[src/rtl/reg_wb_arbiter_pkg.sv]
// Shared core package for the register writeback arbiter: register-file
// geometry and the default starvation limit for the multi-cycle port.
package reg_wb_arbiter_pkg;

  localparam int ADDR_W           = 5;
  localparam int DATA_W           = 64;
  localparam int NUM_REGS         = 1 << ADDR_W;
  localparam int STARVE_LIMIT_DEF = 4;

  typedef logic [ADDR_W-1:0] reg_addr_t;
  typedef logic [DATA_W-1:0] reg_data_t;

endpackage

[src/rtl/reg_wb_arbiter_if.sv]
// Bundle of writeback request, allocation, decode-probe and register-file
// signals around the arbiter. The arbiter uses the slave modport; the core
// side (pipeline, multi-cycle units, decode, register file) uses master.
interface reg_wb_arbiter_if;
  import reg_wb_arbiter_pkg::*;

  // pipeline writeback request
  logic      p_valid;
  reg_addr_t p_addr;
  reg_data_t p_data;
  logic      p_ready;
  // multi-cycle unit writeback request
  logic      m_valid;
  reg_addr_t m_addr;
  reg_data_t m_data;
  logic      m_ready;
  // multi-cycle destination allocation
  logic      alloc_valid;
  reg_addr_t alloc_addr;
  // decode-side busy probes
  reg_addr_t chk_addr_1;
  reg_addr_t chk_addr_2;
  logic      chk_busy_1;
  logic      chk_busy_2;
  // register-file write port and error flag
  logic      wb_we;
  reg_addr_t wb_addr;
  reg_data_t wb_data;
  logic      err;

  modport slave (
    input  p_valid, p_addr, p_data,
    output p_ready,
    input  m_valid, m_addr, m_data,
    output m_ready,
    input  alloc_valid, alloc_addr,
    input  chk_addr_1, chk_addr_2,
    output chk_busy_1, chk_busy_2,
    output wb_we, wb_addr, wb_data, err
  );

  modport master (
    output p_valid, p_addr, p_data,
    input  p_ready,
    output m_valid, m_addr, m_data,
    input  m_ready,
    output alloc_valid, alloc_addr,
    output chk_addr_1, chk_addr_2,
    input  chk_busy_1, chk_busy_2,
    input  wb_we, wb_addr, wb_data, err
  );

endinterface

[src/rtl/reg_wb_arbiter_busy_table.sv]
// reg_busy_table: scoreboard of registers with an outstanding multi-cycle
// write. Entry 0 is never busy (x0 is hardwired).
// Optional macro WBARB_BUSY_BYPASS_EN: a clearing handshake in the current
// cycle already hides the busy bit from the decode probes.
module reg_busy_table
  import reg_wb_arbiter_pkg::*;
(
  input  logic      clk,
  input  logic      rst,
  input  logic      alloc_valid,
  input  reg_addr_t alloc_addr,
  input  logic      clr_valid,
  input  reg_addr_t clr_addr,
  input  reg_addr_t chk_addr_1,
  input  reg_addr_t chk_addr_2,
  input  reg_addr_t chk_addr_p,
  output logic      chk_busy_1,
  output logic      chk_busy_2,
  output logic      busy_p
);

  logic [NUM_REGS-1:0] busy_q;
  logic [NUM_REGS-1:0] busy_d;
  logic                bypass_1;
  logic                bypass_2;

  // Next busy state: clear on completion first so a same-cycle allocation wins.
  always_comb begin
    busy_d = busy_q;
    if (clr_valid)
      busy_d[clr_addr] = 1'b0;
    if (alloc_valid && (alloc_addr != '0))
      busy_d[alloc_addr] = 1'b1;
    busy_d[0] = 1'b0;
  end

  // Busy vector register, cleared asynchronously on reset.
  always_ff @(posedge clk or posedge rst) begin
    if (rst)
      busy_q <= '0;
    else
      busy_q <= busy_d;
  end

`ifdef WBARB_BUSY_BYPASS_EN
  assign bypass_1 = clr_valid && (clr_addr == chk_addr_1) &&
                    !(alloc_valid && (alloc_addr == chk_addr_1));
  assign bypass_2 = clr_valid && (clr_addr == chk_addr_2) &&
                    !(alloc_valid && (alloc_addr == chk_addr_2));
`else
  assign bypass_1 = 1'b0;
  assign bypass_2 = 1'b0;
`endif

  assign chk_busy_1 = (chk_addr_1 != '0) && busy_q[chk_addr_1] && !bypass_1;
  assign chk_busy_2 = (chk_addr_2 != '0) && busy_q[chk_addr_2] && !bypass_2;
  // Registered state only: the error check looks at what was busy before this edge.
  assign busy_p     = (chk_addr_p != '0) && busy_q[chk_addr_p];

endmodule

[src/rtl/reg_wb_arbiter.sv]
// reg_wb_arbiter: shares one register-file write port between the pipeline
// (priority) and a multi-cycle unit that is forced through after
// STARVE_LIMIT consecutive lost cycles. Tracks busy destinations for decode
// and flags pipeline writes that race a pending multi-cycle write.
// Optional macro WBARB_BUSY_BYPASS_EN (see reg_busy_table).
module reg_wb_arbiter
  import reg_wb_arbiter_pkg::*;
#(
  parameter int STARVE_LIMIT = STARVE_LIMIT_DEF
) (
  input  logic              clk,
  input  logic              rst,
  reg_wb_arbiter_if.slave   bus
);

  localparam int CNT_W = (STARVE_LIMIT < 1) ? 1 : $clog2(STARVE_LIMIT + 1);
  localparam logic [CNT_W-1:0] CNT_MAX = CNT_W'(STARVE_LIMIT);

  logic [CNT_W-1:0] starve_cnt;
  logic [CNT_W-1:0] starve_cnt_d;
  logic             m_grant;
  logic             p_hs;
  logic             m_hs;
  reg_addr_t        win_addr;
  reg_data_t        win_data;
  logic             win_write;
  logic             p_busy;

  // Grant selection: pipeline wins unless the multi-cycle unit has starved.
  always_comb begin
    m_grant = !rst && bus.m_valid &&
              (!bus.p_valid || (starve_cnt == CNT_MAX));
    m_hs    = m_grant;
    p_hs    = !rst && bus.p_valid && !m_grant;
    if (m_hs) begin
      win_addr = bus.m_addr;
      win_data = bus.m_data;
    end else begin
      win_addr = bus.p_addr;
      win_data = bus.p_data;
    end
    win_write = (p_hs || m_hs) && (win_addr != '0);
  end

  assign bus.p_ready = !m_grant;
  assign bus.m_ready = m_grant;

  // Starvation counter: count lost cycles, saturate, drop to 0 otherwise.
  always_comb begin
    starve_cnt_d = '0;
    if (bus.m_valid && !m_grant)
      starve_cnt_d = (starve_cnt == CNT_MAX) ? starve_cnt : starve_cnt + 1'b1;
  end

  // Starvation counter register.
  always_ff @(posedge clk or posedge rst) begin
    if (rst)
      starve_cnt <= '0;
    else
      starve_cnt <= starve_cnt_d;
  end

  // Writeback register: strobe follows the handshake, address/data hold between writes.
  always_ff @(posedge clk or posedge rst) begin
    if (rst) begin
      bus.wb_we   <= 1'b0;
      bus.wb_addr <= '0;
      bus.wb_data <= '0;
    end else begin
      bus.wb_we <= win_write;
      if (win_write) begin
        bus.wb_addr <= win_addr;
        bus.wb_data <= win_data;
      end
    end
  end

  // Sticky error: pipeline committed to a register still owed a multi-cycle result.
  always_ff @(posedge clk or posedge rst) begin
    if (rst)
      bus.err <= 1'b0;
    else if (p_hs && (bus.p_addr != '0) && p_busy)
      bus.err <= 1'b1;
  end

  reg_busy_table u_busy (
    .clk         (clk),
    .rst         (rst),
    .alloc_valid (bus.alloc_valid),
    .alloc_addr  (bus.alloc_addr),
    .clr_valid   (m_hs),
    .clr_addr    (bus.m_addr),
    .chk_addr_1  (bus.chk_addr_1),
    .chk_addr_2  (bus.chk_addr_2),
    .chk_addr_p  (bus.p_addr),
    .chk_busy_1  (bus.chk_busy_1),
    .chk_busy_2  (bus.chk_busy_2),
    .busy_p      (p_busy)
  );

endmodule

[src/flat_wrapper.sv]
// flat-port wrapper written by rule: the top's interface ports become plain ports
module reg_wb_arbiter_flat import reg_wb_arbiter_pkg::*;
#(
  parameter int STARVE_LIMIT = STARVE_LIMIT_DEF
)
  (clk, rst, bus_p_valid, bus_p_addr, bus_p_data, bus_p_ready, bus_m_valid, bus_m_addr, bus_m_data, bus_m_ready, bus_alloc_valid, bus_alloc_addr, bus_chk_addr_1, bus_chk_addr_2, bus_chk_busy_1, bus_chk_busy_2, bus_wb_we, bus_wb_addr, bus_wb_data, bus_err);
  reg_wb_arbiter_if bus_i ();
  input  logic clk;
  input  logic rst;
  input wire logic [$bits(bus_i.p_valid)-1:0] bus_p_valid;
  input wire logic [$bits(bus_i.p_addr)-1:0] bus_p_addr;
  input wire logic [$bits(bus_i.p_data)-1:0] bus_p_data;
  output wire logic [$bits(bus_i.p_ready)-1:0] bus_p_ready;
  input wire logic [$bits(bus_i.m_valid)-1:0] bus_m_valid;
  input wire logic [$bits(bus_i.m_addr)-1:0] bus_m_addr;
  input wire logic [$bits(bus_i.m_data)-1:0] bus_m_data;
  output wire logic [$bits(bus_i.m_ready)-1:0] bus_m_ready;
  input wire logic [$bits(bus_i.alloc_valid)-1:0] bus_alloc_valid;
  input wire logic [$bits(bus_i.alloc_addr)-1:0] bus_alloc_addr;
  input wire logic [$bits(bus_i.chk_addr_1)-1:0] bus_chk_addr_1;
  input wire logic [$bits(bus_i.chk_addr_2)-1:0] bus_chk_addr_2;
  output wire logic [$bits(bus_i.chk_busy_1)-1:0] bus_chk_busy_1;
  output wire logic [$bits(bus_i.chk_busy_2)-1:0] bus_chk_busy_2;
  output wire logic [$bits(bus_i.wb_we)-1:0] bus_wb_we;
  output wire logic [$bits(bus_i.wb_addr)-1:0] bus_wb_addr;
  output wire logic [$bits(bus_i.wb_data)-1:0] bus_wb_data;
  output wire logic [$bits(bus_i.err)-1:0] bus_err;
  assign bus_i.p_valid = bus_p_valid;
  assign bus_i.p_addr = bus_p_addr;
  assign bus_i.p_data = bus_p_data;
  assign bus_p_ready = bus_i.p_ready;
  assign bus_i.m_valid = bus_m_valid;
  assign bus_i.m_addr = bus_m_addr;
  assign bus_i.m_data = bus_m_data;
  assign bus_m_ready = bus_i.m_ready;
  assign bus_i.alloc_valid = bus_alloc_valid;
  assign bus_i.alloc_addr = bus_alloc_addr;
  assign bus_i.chk_addr_1 = bus_chk_addr_1;
  assign bus_i.chk_addr_2 = bus_chk_addr_2;
  assign bus_chk_busy_1 = bus_i.chk_busy_1;
  assign bus_chk_busy_2 = bus_i.chk_busy_2;
  assign bus_wb_we = bus_i.wb_we;
  assign bus_wb_addr = bus_i.wb_addr;
  assign bus_wb_data = bus_i.wb_data;
  assign bus_err = bus_i.err;
  reg_wb_arbiter #(.STARVE_LIMIT(STARVE_LIMIT)) u_core (.clk(clk), .rst(rst), .bus(bus_i));
endmodule
[config.mk]
export PLATFORM = sky130hd
export DESIGN_NAME = reg_wb_arbiter_flat
export DESIGN_NICKNAME = d
export VERILOG_FILES = /design/src/rtl/reg_wb_arbiter_pkg.sv /design/src/rtl/reg_wb_arbiter_if.sv /design/src/rtl/reg_wb_arbiter_busy_table.sv /design/src/rtl/reg_wb_arbiter.sv /design/src/flat_wrapper.sv
export SDC_FILE = /design/constraint.sdc
export NUM_CORES = 1
export LEC_CHECK = 0
export BUFFER_PORTS_ARGS = -buffer_cell sky130_fd_sc_hd__buf_2
export CORE_MARGIN = 2
export CORE_UTILIZATION = 25
export CTS_BUF_LIST = sky130_fd_sc_hd__clkbuf_2
export DETAILED_ROUTE_END_ITERATION = 10
export GPL_ROUTABILITY_DRIVEN = 0
export GPL_TIMING_DRIVEN = 0
export HOLD_SLACK_MARGIN = 0.02
export PLACE_DENSITY_LB_ADDON = 0.05
export SYNTH_ARGS = -nofsm -noshare
export SYNTH_HDL_FRONTEND = slang
export SYNTH_SLANG_ARGS = --single-unit
[constraint.sdc]
create_clock -name clk -period 3.5 [get_ports clk]
set_input_delay 0.35 -clock clk [delete_from_list [all_inputs] [get_ports clk]]
set_output_delay 0.35 -clock clk [all_outputs]
set_load 0.01 [all_outputs]
**Yosys cells after proc, flatten, opt, wreduce, memory -nomap -nowiden**

Index checks and enable logic that the tools add are counted.
W data, S select, Z words.

- Bits in registers: 105
- Input bits: 158
- Logic and storage cells: 59

- $add $sub $neg: 1
- $lt $le $gt $ge: 7
- Eq/ne operators: 2
- Muxes and demuxes: 16
- Bitwise gates (word level): 3
- Reduce and logical (&&, ||, !) cells: 24

Operators by type and width:

| operator | number |
|---|---|
| $mux W32 | 2 |
| $mux W64 | 1 |
| $and A32 B32 Y32 | 1 |
| $not A32 Y32 | 1 |
| $or A32 B32 Y32 | 1 |
| $lt A5 B6 Y1 const B | 5 |
| $reduce_bool A5 Y1 | 5 |
| $bmux W1 S5 | 3 |
| $logic_and A1 B1 Y1 | 14 |
| $demux W1 S5 | 2 |
| $ge A5 B1 Y1 const B | 2 |
| $mux W3 | 2 |
| $mux W1 | 5 |
| $mux W5 | 1 |
| $add A3 B1 Y3 const B | 1 |
| $eq A3 B3 Y1 const B | 1 |
| $logic_not A1 Y1 | 3 |
| $logic_or A1 B1 Y1 | 2 |
| $ne A2 B2 Y1 const B | 1 |

**Depth between registers and ports, before layout**

- Word-level depth: 9
- Depth in mapped cells: 9
- Depth with buffers taken out: 8

**Modules after synthesis**

From an unflattened synthesis, not the netlist that was laid out.

- Cell total of the unflattened synthesis: 613
- Area, all modules: 6,398.6 um^2

Modules (own cells, without submodules):

| module | times used | cells each | area an instance (um^2) |
|---|---|---|---|
| reg_wb_arbiter | 1 | 419 | 4,215.3 |
| reg_busy_table | 1 | 194 | 2,183.3 |

**Worst setup path before layout**

OpenSTA, ideal clock, no wires.

- Path kind: input port to flip-flop
- Start point: input port rst
- End point: register u_core.bus.wb_data[36]
- Library setup time: 77 ps
- Arrival time: 4,051 ps
- Required time: 3,423 ps
- Slack: -629 ps
- Stages on the path: 7
- Cell sequence: inv_1 > o21ai_0 > a211oi_2 > buf_6 > buf_6 > nor2_1 > a21oi_1

- Longest elaborated chain between the ends: 7
- Elaborated cells between the ends (all ways): 11
- Those cells by class: 2 x mux; 9 x reduce/logical

RTL lines:

| what | line | RTL |
|---|---|---|
| start: declaration | flat_wrapper.sv:9 | `input logic rst;` |
| $logic_not A1 Y1 (*) | reg_wb_arbiter.sv:31, reg_wb_arbiter.sv:34 |  |
| parallel branches: the longest is 6 deep, another holds $mux W5 | - |  |
| end signal: assignment | reg_wb_arbiter.sv:73 | `bus.wb_data <= win_data;` |
| end: declaration | reg_wb_arbiter_if.sv:39 | `output wb_we, wb_addr, wb_data, err` |

Mark *: on every way between the ends.
A chain may end at the register's enable or synchronous reset.

**Worst setup path in the final report**

- Start point: register u_core.starve_cnt[0]
- End point: register u_core.u_busy.busy_q[4]

- Longest elaborated chain between the ends: 6

RTL lines:

| what | line | RTL |
|---|---|---|
| start: declaration | reg_wb_arbiter.sv:19 | `logic [CNT_W-1:0] starve_cnt;` |
| start signal: assignment | reg_wb_arbiter.sv:60 | `starve_cnt <= starve_cnt_d;` |
| $eq A3 B3 Y1 (*) | reg_wb_arbiter.sv:32 | `(!bus.p_valid \|\| (starve_cnt == CNT_MAX));` |
| $logic_or A1 B1 Y1 (*) | reg_wb_arbiter.sv:32 |  |
| $logic_and A1 B1 Y1 (*) | reg_wb_arbiter.sv:31 | `m_grant = !rst && bus.m_valid &&` |
| $mux W32 (*) | reg_wb_arbiter_busy_table.sv:30 | `if (clr_valid)` |
| $or A32 B32 Y32 (no source line) | - |  |
| $mux W32 (*) | reg_wb_arbiter_busy_table.sv:32 | `if (alloc_valid && (alloc_addr != '0))` |
| net u_core.u_busy.busy_d[4] | reg_wb_arbiter_busy_table.sv:23 | `logic [NUM_REGS-1:0] busy_d;` |
| end signal: assignment | reg_wb_arbiter_busy_table.sv:42 | `busy_q <= busy_d;` |
| end: declaration | reg_wb_arbiter_busy_table.sv:22 | `logic [NUM_REGS-1:0] busy_q;` |

The timed path passes the listed nets; every way through them passes the cells marked *.

==> impl_results.md <==
* DR WL/cell at 17.4 um
* Top cell family by delay on the critical path: buffers and inverters
* CTS root buf: clkbuf_2
* Cts repair resizes at 0
* Slew @ Worst Pin at 837 ps
* Setup CP Type: flip-flop to flip-flop
* Layout cells sized above 1 at a little under two fifths
* Final hold violations at 0
* Slowest cell delay on critical path at a little under 600 ps
* Via count at 5,556
* Synthesis warning total at 0
* Cell chain of the critical path: inv_1, ha_1, nand2_1, a21o_1, buf_1, or2_0, o21ai_0, o41ai_1, dlygate4sd3_1
* Nets at 1,067
* DRC Markers at 0
* CTS tree: yes
* Pre-CTS setup slack at 867 ps
* CP startpoint kind: flip-flop
* Largest net degree at the start of global routing at 38
* DRT Pass-1 Iters at 4
* Grt ovf at 0
* Fmax achieved at 0.329 GHz
* Clock period minus worst slack at 3040 ps
* Syn nets at 690
* Commonest non-fill, non-tap cells in the layout: buf_2 (235), dlygate4sd3_1 (140), dfrtp_1 (105)
* Placeable Area at between 20,000 and 25,000 sq um
* FP Rows at 55
* Post-Syn Instances at 530
* # port buffers at 224
* Cell Pwr Density at approximately 370 nW/um^2
* CTS H-tree depth at 3
* Synth Cell Area at 5760 sq um
* Max Slew Vio Count at 0
* Peak VDD IR at 0.185 mV
* Crit path arrival time at 3620 ps
* Area leader, netlist: dfrtp_1
* Initial DRC count at 256
* Final WL at 20,800 um
* CTS clk-pin slew, worst paths at 300 ps
* Outcome: finished, final reports clean
* Final worst setup slack at around 460 ps
* Die H at 156 um
* First-pass GRT wire length at 31,900 um
* Crit path required time at between 4000 and 5000 ps
* Initial core utilization at 25.4%
* CP max stage cell: dlygate4sd3_1
* Min-Delay Path Class: input port to flip-flop
* Postcts setup bufs at 0
* Worst Path Max Fanout at 10
* Unrepaired setup endpoints after global routing: false
* Worst Path Buf+Inv at 3
* Worst slew margin at 44.1%
* Total Routing Usage GR at between 10% and 20%
* Non-Filler Instances at 1,198
* Worst Skew at 14.9 ps
* Final ANT Viol Nets at 0
* Clock tree buffer depth at 2
* Max_cap viols at 0
* Num CTS Buffers at 9
* Post-synthesis sequential area ratio at 45.6%
* CTS sink cnt at roughly 110
* Hold_ws at 101 ps
* Area fraction of the dominant cell type after synthesis at between 40% and 50%
* Synth-to-layout area growth at 52.7%
* DIE WIDTH at 156 um
* #FFs+latches synth at 105
* Most common cell after layout, fill and taps aside: buf_2
* Final HPWL DP at 15,200 um
* Clk_lat worst skew at 620 ps
* Lkg Pwr at 3.73 nW
* Fillers at around 2,300
* Synth top area cells: dfrtp_1 (46%), mux2i_1 (13%), mux4_2 (7.8%)
* Crit end category: flip-flop
* Die area at 24,300 sq um
* Final setup violation count at 0
* Initial antenna violation count at 1
* Placed Cells at 1,041
* DR vias/cell at 4.64
* Setup TNS at 0 ps
* CTS Hold Bufs at 140
* Period utilization at 86.9%
* Vias in the first global route at 5,774
* Netlist cell types at 42
* Synth Area per Inst at 10.9 sq um
* I/O pins at 233
final timing paths:
check	from	to	slack, ps	cells past startpoint
max reg2reg	u_core.starve_cnt[0]	u_core.u_busy.busy_q[4]	460	9
min	bus_alloc_addr[2]	u_core.u_busy.busy_q[22]	100	3
min reg2reg	u_core.bus.err	u_core.bus.err	520	1
max	u_core.starve_cnt[0]	u_core.u_busy.busy_q[4]	460	9
max in group asynchronous	rst	u_core.u_busy.busy_q[24]	2200	5
min in group asynchronous	rst	u_core.bus.wb_data[29]	400	3
Yosys cell counts, drive strengths merged:
| library cell | n |
|---|---|
| nand3 | 6 |
| nor2 | 76 |
| or4b | 1 |
| nor3 | 3 |
| a21o | 1 |
| nor2b | 4 |
| a21oi | 67 |
| nand2b | 2 |
| a221oi | 1 |
| a31oi | 6 |
| mux2i | 74 |
| ha | 2 |
| o21ai | 64 |
| o22ai | 2 |
| a311o | 1 |
| a211oi | 4 |
| nand2 | 20 |
| xnor2 | 1 |
| nand3b | 11 |
| or3b | 3 |
| or2 | 3 |
| buf | 29 |
| dfrtp | 105 |
| o41ai | 1 |
| inv | 6 |
| a31o | 1 |
| a2111oi | 1 |
| mux4 | 20 |
| o2111ai | 1 |
| or3 | 3 |
| clkbuf | 4 |
| mux2 | 7 |
worst register-to-register path: cells and delay by family, from the launching register on:
family	cells	cell delay, ps
compound gates	3	520
fa+ha+maj	1	240
buf+inv	3	1050
flops	1	470
simple gates	2	740
report_power, final:
part	switching [mW]	total, mW	internal (mW)
sequential	0.155	1.57	1.42
clock	0.465	0.578	0.113
combinational	0.513	1.10	0.589
total	1.13	3.25	2.12
area by class of cell:
cell class / count / area (sq um) / share of cell area [%]
Multi-Input combinational cell: 386 / 2850 / 32.4
Clock inverter: 7 / 62.6 / 0.712
Sequential cell: 105 / 2630 / 29.9
Tap cell: 285 / 357 / 4.06
Antenna cell: 1 / 2.50 / 0.0285
Timing Repair Buffer: 366 / 2560 / 29.1
Clock buffer: 9 / 45.0 / 0.512
Inverter: 6 / 26.3 / 0.299
Buffer: 33 / 262 / 2.97
cell families after synthesis:
group,share of synthesized area (%)
AO/OA/AOI/OAI,15.7
XOR/XNOR,0.152
adder cells (fa/ha/maj),0.435
buffers and inverters,4.93
flip-flops,45.6
multiplexers,22.1
AND/OR/NAND/NOR,11.1
state kept, by name (all words and copies together), names as in the netlist:
| register | flops |
|---|---|
| u_core.starve_cnt | 3 |
| u_core.bus.err | 1 |
| u_core.u_busy.busy_q | 31 |
| u_core.bus.wb_data | 64 |
| u_core.bus.wb_we | 1 |
| u_core.bus.wb_addr | 5 |
per-layer routing:
layer	vias up	track usage, %	part of all wire, %	routed length, um
met2	184	30.4	50	10400
li1	2665	-	-	-
met3	9	4.28	6.3	1310
met5	-	0	0	0
met4	0	2.84	0.71	148
met1	2698	21.3	43	8940
metrics by stage:
step	power (mW)	area, sq um	utilization [%]
6_report	3.25	8790	38.8
5_1_grt	3.48	8790	38.8
4_1_cts	3.31	8790	38.8
3_5_place_dp	2.55	7280	32.2
3_3_place_gp	2.53	7240	32.0
2_1_floorplan	2.14	5760	-
Note: power is estimated with default switching activity, not from simulation.
